## src/rtl/line_buffer_7x7.sv

```systemverilog
// Row-alignment stage for a 7x7 window: keeps the six previous image rows and
// emits one vertically aligned 7-pixel column per accepted raster-scan pixel.
module line_buffer_7x7 #(
   parameter int COLS = 9,
   parameter int ROWS = 9
) (
   input  logic       clk,
   input  logic       rst,
   input  logic       valid_i,
   input  logic [7:0] data_i,
   output logic [7:0] S1_o,
   output logic [7:0] S2_o,
   output logic [7:0] S3_o,
   output logic [7:0] S4_o,
   output logic [7:0] S5_o,
   output logic [7:0] S6_o,
   output logic [7:0] S7_o,
   output logic       valid_o,
   output logic       row_start_o,
   output logic       frame_done_o
);

   localparam int AW    = (COLS > 1) ? $clog2(COLS) : 1;
   localparam int DEPTH = 1 << AW;
   localparam logic [9:0] LAST_COL      = 10'(COLS - 1);
   localparam logic [9:0] LAST_ROW      = 10'(ROWS - 1);
   localparam logic [9:0] LAST_FILL_ROW = 10'd5;

   typedef enum logic {
      FILL   = 1'b0,
      STREAM = 1'b1
   } state_t;

   state_t          state_r;
   state_t          next_state_s;
   logic [9:0]      col_cnt_r;
   logic [9:0]      row_cnt_r;
   logic [AW-1:0]   col_addr_s;
   logic            last_col_s;
   logic            last_row_s;
   logic            stream_px_s;
   logic [7:0]      row_mem_r [6][DEPTH];
   logic [7:0]      col_r [7];
   logic            valid_r;
   logic            row_start_r;
   logic            frame_done_r;

   assign col_addr_s = col_cnt_r[AW-1:0];
   assign last_col_s = (col_cnt_r == LAST_COL);
   assign last_row_s = (row_cnt_r == LAST_ROW);

   // Raster position counters; both wrap together on the last pixel of a frame.
   always_ff @(posedge clk) begin
      if (rst) begin
         col_cnt_r <= 10'd0;
         row_cnt_r <= 10'd0;
      end else if (valid_i) begin
         if (last_col_s) begin
            col_cnt_r <= 10'd0;
            row_cnt_r <= last_row_s ? 10'd0 : (row_cnt_r + 10'd1);
         end else begin
            col_cnt_r <= col_cnt_r + 10'd1;
         end
      end
   end

   // FSM state register.
   always_ff @(posedge clk) begin
      if (rst) begin
         state_r <= FILL;
      end else begin
         state_r <= next_state_s;
      end
   end

   // FSM next state and the per-pixel "column is complete" qualifier.
   always_comb begin
      next_state_s = state_r;
      stream_px_s  = 1'b0;
      case (state_r)
         FILL: begin
            if (valid_i && last_col_s && (row_cnt_r == LAST_FILL_ROW)) begin
               next_state_s = STREAM;
            end else begin
               next_state_s = FILL;
            end
         end
         STREAM: begin
            stream_px_s = valid_i;
            if (valid_i && last_col_s && last_row_s) begin
               next_state_s = FILL;
            end else begin
               next_state_s = STREAM;
            end
         end
         default: begin
            next_state_s = FILL;
            stream_px_s  = 1'b0;
         end
      endcase
   end

   // Row shift chain: each row takes the younger row's pixel at the shared column.
   always_ff @(posedge clk) begin
      if (valid_i) begin
         for (int k = 0; k < 5; k++) begin
            row_mem_r[k][col_addr_s] <= row_mem_r[k+1][col_addr_s];
         end
         row_mem_r[5][col_addr_s] <= data_i;
      end
   end

   // Output column and flags; reads see pre-write contents, so no write-through.
   always_ff @(posedge clk) begin
      if (rst) begin
         for (int k = 0; k < 7; k++) begin
            col_r[k] <= 8'd0;
         end
         valid_r      <= 1'b0;
         row_start_r  <= 1'b0;
         frame_done_r <= 1'b0;
      end else begin
         valid_r      <= stream_px_s;
         row_start_r  <= stream_px_s && (col_cnt_r == 10'd0);
         frame_done_r <= stream_px_s && last_col_s && last_row_s;
         if (valid_i) begin
            for (int k = 0; k < 6; k++) begin
               col_r[k] <= row_mem_r[k][col_addr_s];
            end
            col_r[6] <= data_i;
         end
      end
   end

   assign S1_o         = col_r[0];
   assign S2_o         = col_r[1];
   assign S3_o         = col_r[2];
   assign S4_o         = col_r[3];
   assign S5_o         = col_r[4];
   assign S6_o         = col_r[5];
   assign S7_o         = col_r[6];
   assign valid_o      = valid_r;
   assign row_start_o  = row_start_r;
   assign frame_done_o = frame_done_r;

endmodule

```

## config.mk

```make
export PLATFORM = sky130hd
export DESIGN_NAME = line_buffer_7x7
export DESIGN_NICKNAME = d
export VERILOG_FILES = /design/src/rtl/line_buffer_7x7.sv
export SDC_FILE = /design/constraint.sdc
export NUM_CORES = 1
export LEC_CHECK = 0
export BUFFER_PORTS_ARGS = -buffer_cell sky130_fd_sc_hd__buf_2
export CAP_MARGIN = 0
export CORE_MARGIN = 1
export CORE_UTILIZATION = 35
export DETAILED_ROUTE_END_ITERATION = 8
export PLACE_DENSITY = 0.6
export SLEW_MARGIN = 30
export SYNTH_ARGS = -nofsm -noshare
export SYNTH_HDL_FRONTEND = slang
export SYNTH_SLANG_ARGS = --single-unit
```

## constraint.sdc

```tcl
create_clock -name clk -period 5.1 [get_ports clk]
set_input_delay 1.02 -clock clk [delete_from_list [all_inputs] [get_ports clk]]
set_output_delay 1.02 -clock clk [all_outputs]
set_load 0.005 [all_outputs]
```

==> impl_metrics.json <==
{
  "max_stage_delay_ns": 0.68,
  "via_per_inst": 5.233,
  "wl_per_cell_um": 25.76,
  "row_count": 111,
  "cts_hold_buf": 0,
  "synth_top_area_share_pct": 76.01,
  "antenna_found_initial": 0,
  "sw_frac_of_total_pct": 21.25,
  "clkTransAtPathRegs_ns": 0.06,
  "start_util_pct": 35.40,
  "grt_pass1_vias": 15790,
  "grt_max_degree": 67,
  "hold_violations": 0,
  "synth_top_area_cell": "edfxtp_1",
  "drt_iter0_drc": 1453,
  "netlist_area_mm2": 0.03255,
  "p_seq_share_pct": 53.0,
  "p_leak_nw": 12.05,
  "fmax_mhz": 336.1,
  "synth_edf_count": 824,
  "clockRootBuffer": "clkbuf_16",
  "dp_hpwl_mm": 40.75,
  "p_sw_mw": 3.197,
  "cts_max_level": 3,
  "setup_viol": 0,
  "fin_util_pct": 41.05,
  "layout_min_cycle_time_ns": 2.975,
  "cp-start-kind": "register",
  "antenna_left": 0,
  "relSlewSlack_pct": 34.65,
  "cp_max_fo": 49,
  "multi_input_area_mm2": 0.007066,
  "cts.path.max_buffers": 3,
  "fill_cells": 8059,
  "final_cell_mix": "edfxtp_1, mux4_2, mux2i_1",
  "drcViolationCount": 0,
  "yosysWarnings": 0,
  "maxCapViolCount": 0,
  "required_ns": 5.45,
  "clock_latency_ns": 0.63,
  "synth_cells": 1484,
  "port_buffers": 69,
  "grt_overflow_total": 0,
  "power.density_mw_per_mm2": 398.6,
  "syn_avg_cell_area_um2": 21.93,
  "gr-usage-all-layers_pct": 16.09,
  "endpoint_kind": "register",
  "hold_path.class": "reg2reg",
  "gp_congestion": 0.7296,
  "fp.coreArea_mm2": 0.09194,
  "rsz0062_at_grt": "false",
  "antenna_cells": 0,
  "cts_tree": "built",
  "synthArstFlopShare_pct": 0,
  "dieHeight_um": 307.0,
  "fin_setup_tns_ns": 0,
  "yosysSeqAreaShare_pct": 77.49,
  "status": "complete, no violations",
  "cp.arrival_ns": 3.32,
  "synth.area.top_cells": "edfxtp_1, mux4_2, mux2i_1, dfxtp_1, mux2_2",
  "grt_pass1_wl_mm": 109.6,
  "ir_worst_vdd_v": 0.0002186,
  "layout-drive-gt1-share_pct": 29.33,
  "die_x_um": 307.0,
  "crit_chain": "buf_16 -> buf_4 -> mux4_2 -> mux2i_1 -> mux2i_1 -> buf_4",
  "slowest_stage": "buf_4",
  "cts_made_buffers": 85,
  "synth_nets": 1502,
  "ys_ff_latch": 848,
  "clock_sinks": 848,
  "firstDrtPassIters": 7,
  "period_share_pct": 58.34,
  "finalNetCount": 1632,
  "syn_to_final_growth_pct": 15.95,
  "skew_ns": 0.03212,
  "vias": 15300,
  "slew_viol_final": 0,
  "postCtsSetupBuffers": 0,
  "p_clk_share_pct": 41.3,
  "internal_power_mw": 11.85,
  "io_pins": 70,
  "cts_resized": 0,
  "worst_slew_pin_slew_ns": 0.9802,
  "final_common_cell": "edfxtp_1",
  "die-area_mm2": 0.09423,
  "routed_wl_mm": 75.32,
  "synth-main-ff-cell": "edfxtp_1",
  "synth_cell_type_count": 48,
  "worstSetupPathType": "reg2reg",
  "p_total_mw": 15.04,
  "seqCellArea_mm2": 0.02524,
  "pwr-share-comb_pct": 5.7
}
[flip-flops by register name (all words and copies together) (netlist names)]
name,count
frame_done_o,1
row_mem_r,768
state_r,1
col_cnt_r,10
row_start_o,1
valid_o,1
row_cnt_r,10
col_r,56
[power by group through the flow]
stage / Sequential (mW) / Combinational [mW] / Clock, mW
floorplan: 8.10 / 0.512 / 0
global placement: 8.14 / 0.802 / 0
detailed placement: 8.14 / 0.851 / 0
CTS: 7.99 / 0.853 / 6.32
global route: 7.99 / 0.930 / 6.55
finish: 7.98 / 0.859 / 6.21
[cell type report]
class                   count  share of cell area (%)
clock buffers             102                   5.861
multi-input cells         552                   18.72
repair buffers            122                   2.977
inverters                   5                 0.05636
well taps                1243                   4.121
clock inverters            52                   1.402
flip-flops and latches    848                   66.86
[stage by stage]
stage	hold slack [ns]	instances	instance area (µm²)	worst slack [ns]
3_5_place_dp	0.4664	2765	34840	1.577
5_1_grt	0.4973	2924	37740	1.876
6_report	0.4770	2924	37740	2.125
3_3_place_gp	0.4633	2750	34450	1.609
2_1_floorplan	0.4383	1484	32550	1.933
4_1_cts	0.4754	2919	37580	1.796
[synth_stat cells (2+ instances only)]
cell type / count
mux4_2: 168
nand3_1: 8
and4_1: 4
nor3_1: 3
buf_1: 10
or2_2: 3
xnor2_1: 6
nor4_1: 3
edfxtp_1: 824
nand2b_1: 3
xor2_1: 7
and4_2: 2
o21ai_1: 8
and3_1: 3
nor2b_1: 11
nand2_1: 8
a22oi_1: 8
and4b_1: 2
and3_2: 2
nor2_1: 19
inv_1: 4
dfxtp_1: 24
clkbuf_1: 33
o22ai_1: 40
buf_4: 11
buf_2: 25
nand4_1: 6
mux2_2: 24
and2_1: 16
a21oi_1: 14
ha_1: 7
o221ai_1: 16
o21ai_0: 3
mux2i_1: 145
[metal layers]
metal  GRT usage (%)  up-vias  wire length [µm]
met4           4.860        0              1667
li1                -     6502                 -
met1           22.61     8217             32940
met5               0        -                 0
met3           2.467      111              4365
met2           25.85      472             36340
[critical path, delay by kind of cell, from the launching register on]
family / cells / cell delay, ns
buf+inv: 3 / 1.19
flops: 1 / 0.55
mux: 3 / 0.94
[cells by family after synthesis]
group | after synthesis | share of synthesized area (%)
flip-flops | 848 | 77.49
multiplexers | 337 | 16.91
AO/OA/AOI/OAI | 92 | 1.841
adder cells (fa/ha/maj) | 7 | 0.2691
AND/OR/NAND/NOR | 103 | 1.945
XOR/XNOR | 13 | 0.3498
buffers and inverters | 84 | 1.192
[path summary, 6_finish.rpt]
path / to / slack (ns) / startpoint / cells past startpoint
max reg2reg: row_mem_r[0][79] / 2.12 / col_cnt_r[1] / 6
max: row_mem_r[0][79] / 2.12 / col_cnt_r[1] / 6
min reg2reg: frame_done_o / 0.48 / state_r / 2
min: frame_done_o / 0.48 / state_r / 2
Note: power is estimated with default switching activity, not from simulation.
